## src/rtl/crc_stream.sv

```systemverilog
// Streaming CRC engine: valid/ready word input with first/last framing, BITS_PER_CYCLE bits per clock.
// Optional CRC_STREAM_REFLECT_EN adds a per-packet reflect input (LSB-first bytes, reversed result).
module crc_stream #(
  parameter int                   DATA_WIDTH     = 32,
  parameter int                   CRC_WIDTH      = 16,
  parameter logic [CRC_WIDTH-1:0] POLYNOMIAL     = 16'h1021,
  parameter logic [CRC_WIDTH-1:0] INIT_VALUE     = 16'hFFFF,
  parameter logic [CRC_WIDTH-1:0] XOR_OUT        = 16'h0000,
  parameter int                   BITS_PER_CYCLE = 1
) (
  input  logic                  clk,
  input  logic                  reset_n,
  input  logic                  clear,
  input  logic                  in_valid,
  output logic                  in_ready,
  input  logic                  in_first,
  input  logic                  in_last,
  input  logic [DATA_WIDTH-1:0] data_in,
`ifdef CRC_STREAM_REFLECT_EN
  input  logic                  reflect,
`endif
  output logic                  busy,
  output logic [CRC_WIDTH-1:0]  result,
  output logic                  result_valid
);

  localparam int N     = DATA_WIDTH / BITS_PER_CYCLE;
  localparam int CNT_W = (N > 1) ? $clog2(N) : 1;
  localparam logic [CNT_W-1:0] CNT_LAST = CNT_W'(N - 1);

  localparam logic [1:0] IDLE  = 2'd0;
  localparam logic [1:0] SHIFT = 2'd1;
  localparam logic [1:0] WAIT  = 2'd2;
  localparam logic [1:0] DONE  = 2'd3;

  logic [1:0]            state_q, state_d;
  logic [CRC_WIDTH-1:0]  crc_q, crc_d, crc_nxt;
  logic [CNT_W-1:0]      cnt_q, cnt_d;
  logic [DATA_WIDTH-1:0] word_q, word_d;
  logic                  last_q, last_d;
  logic                  refl_q, refl_d;
  logic [CRC_WIDTH-1:0]  res_q, res_d;
  logic                  refl_in;
  logic                  accept;

`ifdef CRC_STREAM_REFLECT_EN
  assign refl_in = reflect;
`else
  assign refl_in = 1'b0;
`endif

  // Unrolled direct-form update, MSB of the chunk first.
  function automatic logic [CRC_WIDTH-1:0] crc_step(input logic [CRC_WIDTH-1:0] c,
                                                    input logic [BITS_PER_CYCLE-1:0] b);
    logic [CRC_WIDTH-1:0] r;
    r = c;
    for (int i = BITS_PER_CYCLE - 1; i >= 0; i--)
      r = {r[CRC_WIDTH-2:0], 1'b0} ^ ((r[CRC_WIDTH-1] ^ b[i]) ? POLYNOMIAL : '0);
    return r;
  endfunction

  // Reversing bits within each byte lets the MSB-first shifter consume bytes LSB first.
  function automatic logic [DATA_WIDTH-1:0] byte_rev(input logic [DATA_WIDTH-1:0] d);
    logic [DATA_WIDTH-1:0] r;
    r = d;
    for (int i = 0; i < DATA_WIDTH; i++)
      r[(i / 8) * 8 + 7 - (i % 8)] = d[i];
    return r;
  endfunction

  function automatic logic [CRC_WIDTH-1:0] finalize(input logic [CRC_WIDTH-1:0] c,
                                                    input logic refl);
    logic [CRC_WIDTH-1:0] r;
    r = c;
    if (refl)
      for (int i = 0; i < CRC_WIDTH; i++) r[i] = c[CRC_WIDTH-1-i];
    return r ^ XOR_OUT;
  endfunction

  assign in_ready     = (state_q != SHIFT) && !clear;
  assign accept       = in_valid && in_ready;
  assign busy         = (state_q == SHIFT);
  assign result_valid = (state_q == DONE);
  assign result       = result_valid ? res_q : '0;
  assign crc_nxt      = crc_step(crc_q, word_q[DATA_WIDTH-1 -: BITS_PER_CYCLE]);

  always_comb begin
    state_d = state_q;
    crc_d   = crc_q;
    cnt_d   = cnt_q;
    word_d  = word_q;
    last_d  = last_q;
    refl_d  = refl_q;
    res_d   = res_q;
    if (clear) begin
      state_d = IDLE;
      cnt_d   = '0;
    end else if (state_q == SHIFT) begin
      crc_d  = crc_nxt;
      word_d = word_q << BITS_PER_CYCLE;
      if (cnt_q == CNT_LAST) begin
        cnt_d   = '0;
        state_d = last_q ? DONE : WAIT;
        if (last_q) res_d = finalize(crc_nxt, refl_q);
      end else begin
        cnt_d = cnt_q + CNT_W'(1);
      end
    end else if (accept) begin
      // Only an open packet (WAIT) continues its CRC unless the word is flagged first.
      state_d = SHIFT;
      word_d  = refl_in ? byte_rev(data_in) : data_in;
      last_d  = in_last;
      refl_d  = refl_in;
      if (state_q != WAIT || in_first) crc_d = INIT_VALUE;
    end
  end

  always_ff @(posedge clk or negedge reset_n) begin
    if (!reset_n) begin
      state_q <= IDLE;
      crc_q   <= INIT_VALUE;
      cnt_q   <= '0;
      word_q  <= '0;
      last_q  <= 1'b0;
      refl_q  <= 1'b0;
      res_q   <= '0;
    end else begin
      state_q <= state_d;
      crc_q   <= crc_d;
      cnt_q   <= cnt_d;
      word_q  <= word_d;
      last_q  <= last_d;
      refl_q  <= refl_d;
      res_q   <= res_d;
    end
  end

endmodule

```

## config.mk

```make
export PLATFORM = sky130hd
export DESIGN_NAME = crc_stream
export DESIGN_NICKNAME = d
export VERILOG_FILES = /design/src/rtl/crc_stream.sv
export SDC_FILE = /design/constraint.sdc
export NUM_CORES = 1
export LEC_CHECK = 0
export CAP_MARGIN = 20
export CORE_MARGIN = 4
export CORE_UTILIZATION = 35
export CTS_CLUSTER_SIZE = 40
export DETAILED_ROUTE_END_ITERATION = 10
export GPL_TIMING_DRIVEN = 0
export PLACE_DENSITY = 0.61
export SLEW_MARGIN = 20
export SYNTH_ARGS = -nofsm -noshare
export SYNTH_HDL_FRONTEND = slang
export SYNTH_SLANG_ARGS = --single-unit
```

## constraint.sdc

```tcl
create_clock -name clk -period 4.2 [get_ports clk]
set_clock_uncertainty 0.15 [all_clocks]
set_input_delay 0.63 -clock clk [delete_from_list [all_inputs] [get_ports clk]]
set_output_delay 0.63 -clock clk [all_outputs]
set_load 0.05 [all_outputs]
```

==> out/results.ini, run 1 <==
[global_routing]
grtUsageTotal_pct = 12.56
grt_pass1_wl_mm = 11.45
grt_pass1_vias = 2402
grt_start_max_net_pins = 57
antenna_found_initial = 0
grt-ovfl-total = 0

[finish]
nets = 390
stdcell_count = 483
nFillCells = 911
multi_input_area_um2 = 1363
synthToLayoutAreaGrowth_pct = 29.28
fin_area_um2 = 4320
drive_above_1_share_pct = 20.06
fin_util_pct = 46.54
n_antenna_cell = 0
ff_latch_area_um2 = 1822

[floorplan]
rows = 35
die_h_um = 105.7
core_area_um2 = 9284
die_w_um = 105.7
io_pins = 57
die-area_um2 = 11180
start_util_pct = 36.00

[placement]
dp_slack_ps = 1039
dpl.hpwl_mm = 4.757
place_congestion = 0.7366
place_area_um2 = 4089
dp_cells = 466
portBuffers = 56

[logic_synthesis]
ys_ff_latch = 72
ys_seq_area_share_pct = 54.51
yosysWarningCount = 0
ys.flop_type = dfrtp_1
synth_top_family_by_area = multiplexers
synth_edf_count = 0
synthMuxAreaShare_pct = 16.14
synth_compound_area_share_pct = 11.27
synth-xor-area-share_pct = 1.048
syn_inst = 280
synth_area_um2 = 3342
syn_avg_cell_area_um2 = 11.94
syn_nets = 321
async_reset_ff_share_pct = 100.0
synth-adder-area-share_pct = 1.123
ys_types = 37
yosys.area_share.simple_pct = 11.19

[route]
viasPerCell = 4.752
drc_errors = 0
wl_met2_mm = 3.187
antenna_left = 0
wl_met1_mm = 3.094
drt_iter0_drc = 109
first_pass_iters = 4
wl_met3_um = 364
wl_per_cell_um = 13.92
wl_mm = 6.723
num_vias = 2295
top_layer = met4

[timing]
slew-limit-headroom_pct = 66.79
grt_setup_unrepaired = false
finalSetupViolCount = 0
drv_slew = 0
fin_crit_ps = 3129
hold_violations = 0
clock.fmax_mhz = 319.6
finalCritPeriodShare_pct = 74.50
worstMarginPinSlew_ps = 495.5
worst_slack_ps = 1071

[clock_network]
htree_levels = 3
clkTransAtPathRegs_ps = 70
ctsResizeCount = 0
cts_buffer_depth = 2
cts_buffers = 9
cts_setup_buffers = 0
clock_latency_ps = 340
clock-root-buffer = clkbuf_8
cts_tree = built
clkSinkCount = 72

[power_and_ir_drop]
combPwrFrac_pct = 13.1
irDropWorstVdd_uv = 139.0
p_leak_nw = 1.911
power_frac_clock_pct = 37.1
p_per_area_nw_per_um2 = 383.4
intPower_mw = 1.239
p_switching_mw = 0.4168
p_sw_share_pct = 25.16
seq_power_share_pct = 49.8
p_total_mw = 1.656

[worst_setup_path]
critPathMaxStageDelay_ps = 820
start_kind = input port
worst-r2r-cell-count = 7
r2r_slack_ps = 2130
worstPathCellList = clkdlybuf4s50_1, clkbuf_1, nor2_2, clkdlybuf4s50_1
critical_path_class = input port to output pin
slowest_stage = clkdlybuf4s50_1
path_max_fanout = 10
required_ps = 3420
rr_startpoint = cnt_q[0]
cpMostUsedCell = clkdlybuf4s50_1
end_kind = output pin
worstPathArrival_ps = 2350
r2r_end = res_q[6]

[min_path]
hold-path-endpoint = word_q[20]
worstHoldPathCells = 2
min_from = word_q[20]
hold_path_class = register to register

[flow_run]
cap_violations = 0

[run_status]
status = finished clean

state kept, by name (all words and copies together), names as in the netlist:
| signal | count |
|---|---|
| word_q | 32 |
| cnt_q | 5 |
| res_q | 16 |
| crc_q | 16 |
| last_q | 1 |
| state_q | 2 |
placed cells by master (no fill, tap or decap), types with 2 or more instances in the layout:
cell,synthesis,final
buf_6,5,5
clkdlybuf4s50_1,0,55
and3_1,17,17
clkinvlp_4,0,2
mux2i_1,31,31
dfrtp_1,56,56
mux2_4,10,10
nand2_1,37,37
dfstp_2,16,16
bufinv_16,0,2
a31oi_1,2,2
mux2_2,7,7
nor3_1,3,3
nor2_1,5,5
a21oi_1,6,6
xnor2_1,3,3
o22a_1,16,16
buf_2,5,5
clkbuf_2,2,2
o21ai_0,32,32
ha_1,3,3
buf_4,2,3
clkbuf_8,0,10
clkbuf_1,5,6
synth_stat cells, drive strengths merged (4+ instances only):
| master | number | area share (%) |
|---|---|---|
| dfstp | 16 | 13 |
| o22a | 16 | 4.2 |
| buf | 13 | 3.5 |
| o21ai | 33 | 4.9 |
| a21oi | 6 | 0.90 |
| dfrtp | 56 | 42 |
| clkbuf | 7 | 0.86 |
| nand2 | 37 | 4.2 |
| mux2i | 31 | 9.3 |
| nor3 | 4 | 0.75 |
| and3 | 17 | 3.2 |
| nor2 | 7 | 1.3 |
| mux2 | 17 | 6.9 |
power by group through the flow:
stage	Clock (mW)	Sequential, mW	Combinational (mW)
CTS	0.630	0.826	0.222
global placement	0	0.835	0.213
detailed placement	0	0.838	0.221
finish	0.614	0.825	0.217
floorplan	0	0.823	0.138
global route	0.662	0.835	0.245
logic make-up (layout without fill, tap and decap cells):
family                   count (synthesis)  in the layout
AND/OR/NAND/NOR                         72             72
multiplexers                            48             48
AO/OA/AOI/OAI                           59             59
adder cells (fa/ha/maj)                  3              3
flip-flops                              72             72
buffers and inverters                   22             96
XOR/XNOR                                 4              4
critical path: cells and delay by family:
kind,cells,cell delay (ps)
buffers and inverters,3,1500
and+or+nand+nor,1,210
worst max-delay path by stage:
| stage | endpoint | startpoint | slack [ps] | depth (start not counted) |
|---|---|---|---|---|
| 6_report | in_ready | clear | 1070 | 4 |
| 5_1_grt | result[11] | state_q[0] | 900 | 4 |
| 4_1_cts | in_ready | clear | 1050 | 4 |
| 3_5_place_dp | in_ready | clear | 1040 | 4 |
| 3_3_place_gp | word_q[6] | reset_n | -180 | 1 |
| 2_1_floorplan | in_ready | clear | 2100 | 2 |
area by class of cell:
class	count	share of cell area, %
flip-flops and latches	72	42.17
clock inverters	5	1.853
clock buffers	11	3.273
inverters	2	0.2896
plain buffers	20	3.359
well taps	129	3.736
repair buffers	58	13.79
multi-input cells	186	31.54
layer usage:
| metal | GRT usage, % | vias to the layer above |
|---|---|---|
| li1 | - | 1132 |
| met1 | 16.49 | 1096 |
| met2 | 20.22 | 60 |
| met3 | 3.062 | 7 |
| met4 | 4.440 | 0 |
| met5 | 0 | - |
per-stage QoR:
stage                     TNS [ps]  hold WS (ps)
after floorplan                  0         184.4
after detailed placement         0         320.6
after global routing             0         368.4
final                            0         332.5
after global placement       -9770         313.7
after CTS                        0         337.5
timing repair:
action | in CTS | in global routing
endpoints found under the hold margin | 11 | 0
hold buffers | 1 | 0
setup endpoints to repair | 0 | 0
Note: power is estimated with default switching activity, not from simulation.
==> run 2, diff against run 1 <==
PLACE_DENSITY = 0.63   (was 0.61)
clock period = 2.5 ns   (was 4.2 ns; I/O delays follow)
==> out/results.ini, run 2 (same netlist as run 1, synthesis figures left out) <==
[placement]
place_area_um2 = 4089  ; unchanged
dp_slack_ps = -145.6  ; was 1039 ps
portBuffers = 56  ; unchanged
place_congestion = 0.7633  ; was 0.7366
dp_cells = 466  ; unchanged
dpl.hpwl_mm = 4.812  ; was 4.757 mm

[global_routing]
grt_start_max_net_pins = 53  ; was 57
grt_pass1_wl_mm = 11.64  ; was 11.45 mm
antenna_found_initial = 0  ; unchanged
grt_pass1_vias = 2318  ; was 2402
grtUsageTotal_pct = 12.87  ; was 12.56%
grt-ovfl-total = 0  ; unchanged

[worst_setup_path]
critical_path_class = register to output pin  ; was input port to output pin
required_ps = 1980  ; was 3420 ps
end_kind = output pin  ; unchanged
slowest_stage = dfrtp_1  ; was clkdlybuf4s50_1
critPathMaxStageDelay_ps = 390  ; was 820 ps
cp_num_buf_inv = 5  ; was 3
worstPathArrival_ps = 1880  ; was 2350 ps
cp_top_family = buffers and inverters  ; unchanged
cpMostUsedCell = buf_6  ; was clkdlybuf4s50_1
path_max_fanout = 10  ; unchanged
worstPathCellList = nand2b_1, buf_6, inv_6, buf_6, buf_4, clkdlybuf4s18_2  ; was clkdlybuf4s50_1, clkbuf_1, nor2_2, clkdlybuf4s50_1
start_kind = register  ; was input port

[route]
first_pass_iters = 4  ; unchanged
antenna_left = 0  ; unchanged
drc_errors = 0  ; unchanged
num_vias = 2322  ; was 2295
wl_per_cell_um = 13.90  ; was 13.92 um
wl_mm = 6.715  ; was 6.723 mm
drt_iter0_drc = 35  ; was 109
viasPerCell = 4.807  ; was 4.752

[finish]
top_register = word_q  ; unchanged
nets = 390  ; unchanged
fin_area_um2 = 4325  ; was 4320 um2
final_common_cell = dfrtp_1  ; unchanged
fin_util_pct = 46.59  ; was 46.54%
drive_above_1_share_pct = 23.73  ; was 20.06%
largest_register_ffs = 32  ; unchanged
stdcell_count = 483  ; unchanged
n_antenna_cell = 0  ; unchanged
top_regs = word_q: 32 flops, crc_q: 16 flops, res_q: 16 flops  ; unchanged
synthToLayoutAreaGrowth_pct = 29.43  ; was 29.28%
mostFrequentLayoutCells = dfrtp_1, nand2_1, clkdlybuf4s50_1  ; was dfrtp_1, clkdlybuf4s50_1, nand2_1

[power_and_ir_drop]
p_switching_mw = 0.6872  ; was 0.4168 mW
irDropWorstVdd_uv = 316.9  ; was 139.0 uV
p_total_mw = 2.768  ; was 1.656 mW
seq_power_share_pct = 50.1  ; was 49.8%
p_per_area_nw_per_um2 = 640.0  ; was 383.4 nW/um2
p_sw_share_pct = 24.82  ; was 25.16%
combPwrFrac_pct = 13.2  ; was 13.1%
p_leak_nw = 1.958  ; was 1.911 nW
intPower_mw = 2.081  ; was 1.239 mW
power_frac_clock_pct = 36.8  ; was 37.1%

[floorplan]
io_pins = 57  ; unchanged
rows = 35  ; unchanged
die_h_um = 105.7  ; unchanged
die_w_um = 105.7  ; unchanged
die-area_um2 = 11180  ; unchanged
core_area_um2 = 9284  ; unchanged
start_util_pct = 36.00  ; unchanged

[timing]
finalCritPeriodShare_pct = 96.37
fin_crit_ps = 2409
hold_ws_ps = 317.3  ; was 332.5 ps
clock.fmax_mhz = 415.1
worst_slack_ps = 90.80  ; was 1071 ps
slew-limit-headroom_pct = 65.35  ; was 66.79%
tns_ps = 0  ; unchanged
hold_violations = 0  ; unchanged
finalSetupViolCount = 0  ; unchanged
worstMarginPinSlew_ps = 516.9  ; was 495.5 ps
drv_slew = 0  ; unchanged

[clock_network]
cts_tree = built  ; unchanged
clock-root-buffer = clkbuf_8  ; unchanged
clkSinkCount = 72  ; unchanged
cts_buffers = 9  ; unchanged
htree_levels = 3  ; unchanged
clock_latency_ps = 340  ; about the same
clkTransAtPathRegs_ps = 80  ; was 70 ps
cts_buffer_depth = 2  ; unchanged
cts_setup_buffers = 0  ; unchanged

[min_path]
hold_path_class = input port to asynchronous set/reset pin  ; was register to register

[run_status]
status = finished clean  ; unchanged

[flow_run]
cap_violations = 0  ; unchanged

==> run 2: cell count changes in the layout (fill, tap and decap cells not counted) <==
cell and delta:
clkdlybuf4s15_2 +10, clkdlybuf4s18_2 +1, dlygate4sd2_1 +8, clkdlybuf4s50_1 -19
clkbuf_2 +2, clkbuf_1 -2
==> run 2: what timing repair did <==
action,CTS,global route
hold buffers,1,0
setup endpoints to repair,19,11
cloned,0,0
hold endpoints to repair,15,0
pin swaps,0,0
resized for setup,41,5
==> run 2: per-layer routing <==
| layer | vias up | GRT usage, % | part of all wire [%] |
|---|---|---|---|
| met1 | 1124 | 17.03 | 46 |
| met4 | 0 | 3.885 | 1.1 |
| met2 | 67 | 20.13 | 46 |
| met5 | - | 0 | 0 |
| met3 | 7 | 4.164 | 6.1 |
| li1 | 1124 | - | - |
==> run 2: cell type report <==
| class | count | area (um2) |
|---|---|---|
| buffer | 20 | 147.6 |
| tap | 129 | 161.4 |
| multi-input combinational | 186 | 1363 |
| clock buffer | 11 | 141.4 |
| clock inverter | 5 | 80.08 |
| timing repair buffer | 58 | 598.1 |
| inverter | 2 | 12.51 |
| sequential | 72 | 1822 |
| fill | 895 | 4959 |
==> run 2: power groups by stage <==
stage               logic (mW)  registers, mW  clock network (mW)
floorplan                0.231           1.38                   0
global route             0.411           1.40                1.11
global placement         0.356           1.40                   0
CTS                      0.371           1.39                1.06
detailed placement       0.371           1.41                   0
finish                   0.364           1.39                1.02
==> run 2: worst paths after layout <==
path,cells past startpoint,startpoint,endpoint,slack (ps)
max,6,state_q[1],busy,90
min,2,reset_n,res_q[5],320
max reg2reg,7,cnt_q[0],res_q[9],450
min reg2reg,2,word_q[30],word_q[30],330
max in group asynchronous,3,reset_n,crc_q[10],1290
min in group clk,2,word_q[30],word_q[30],330
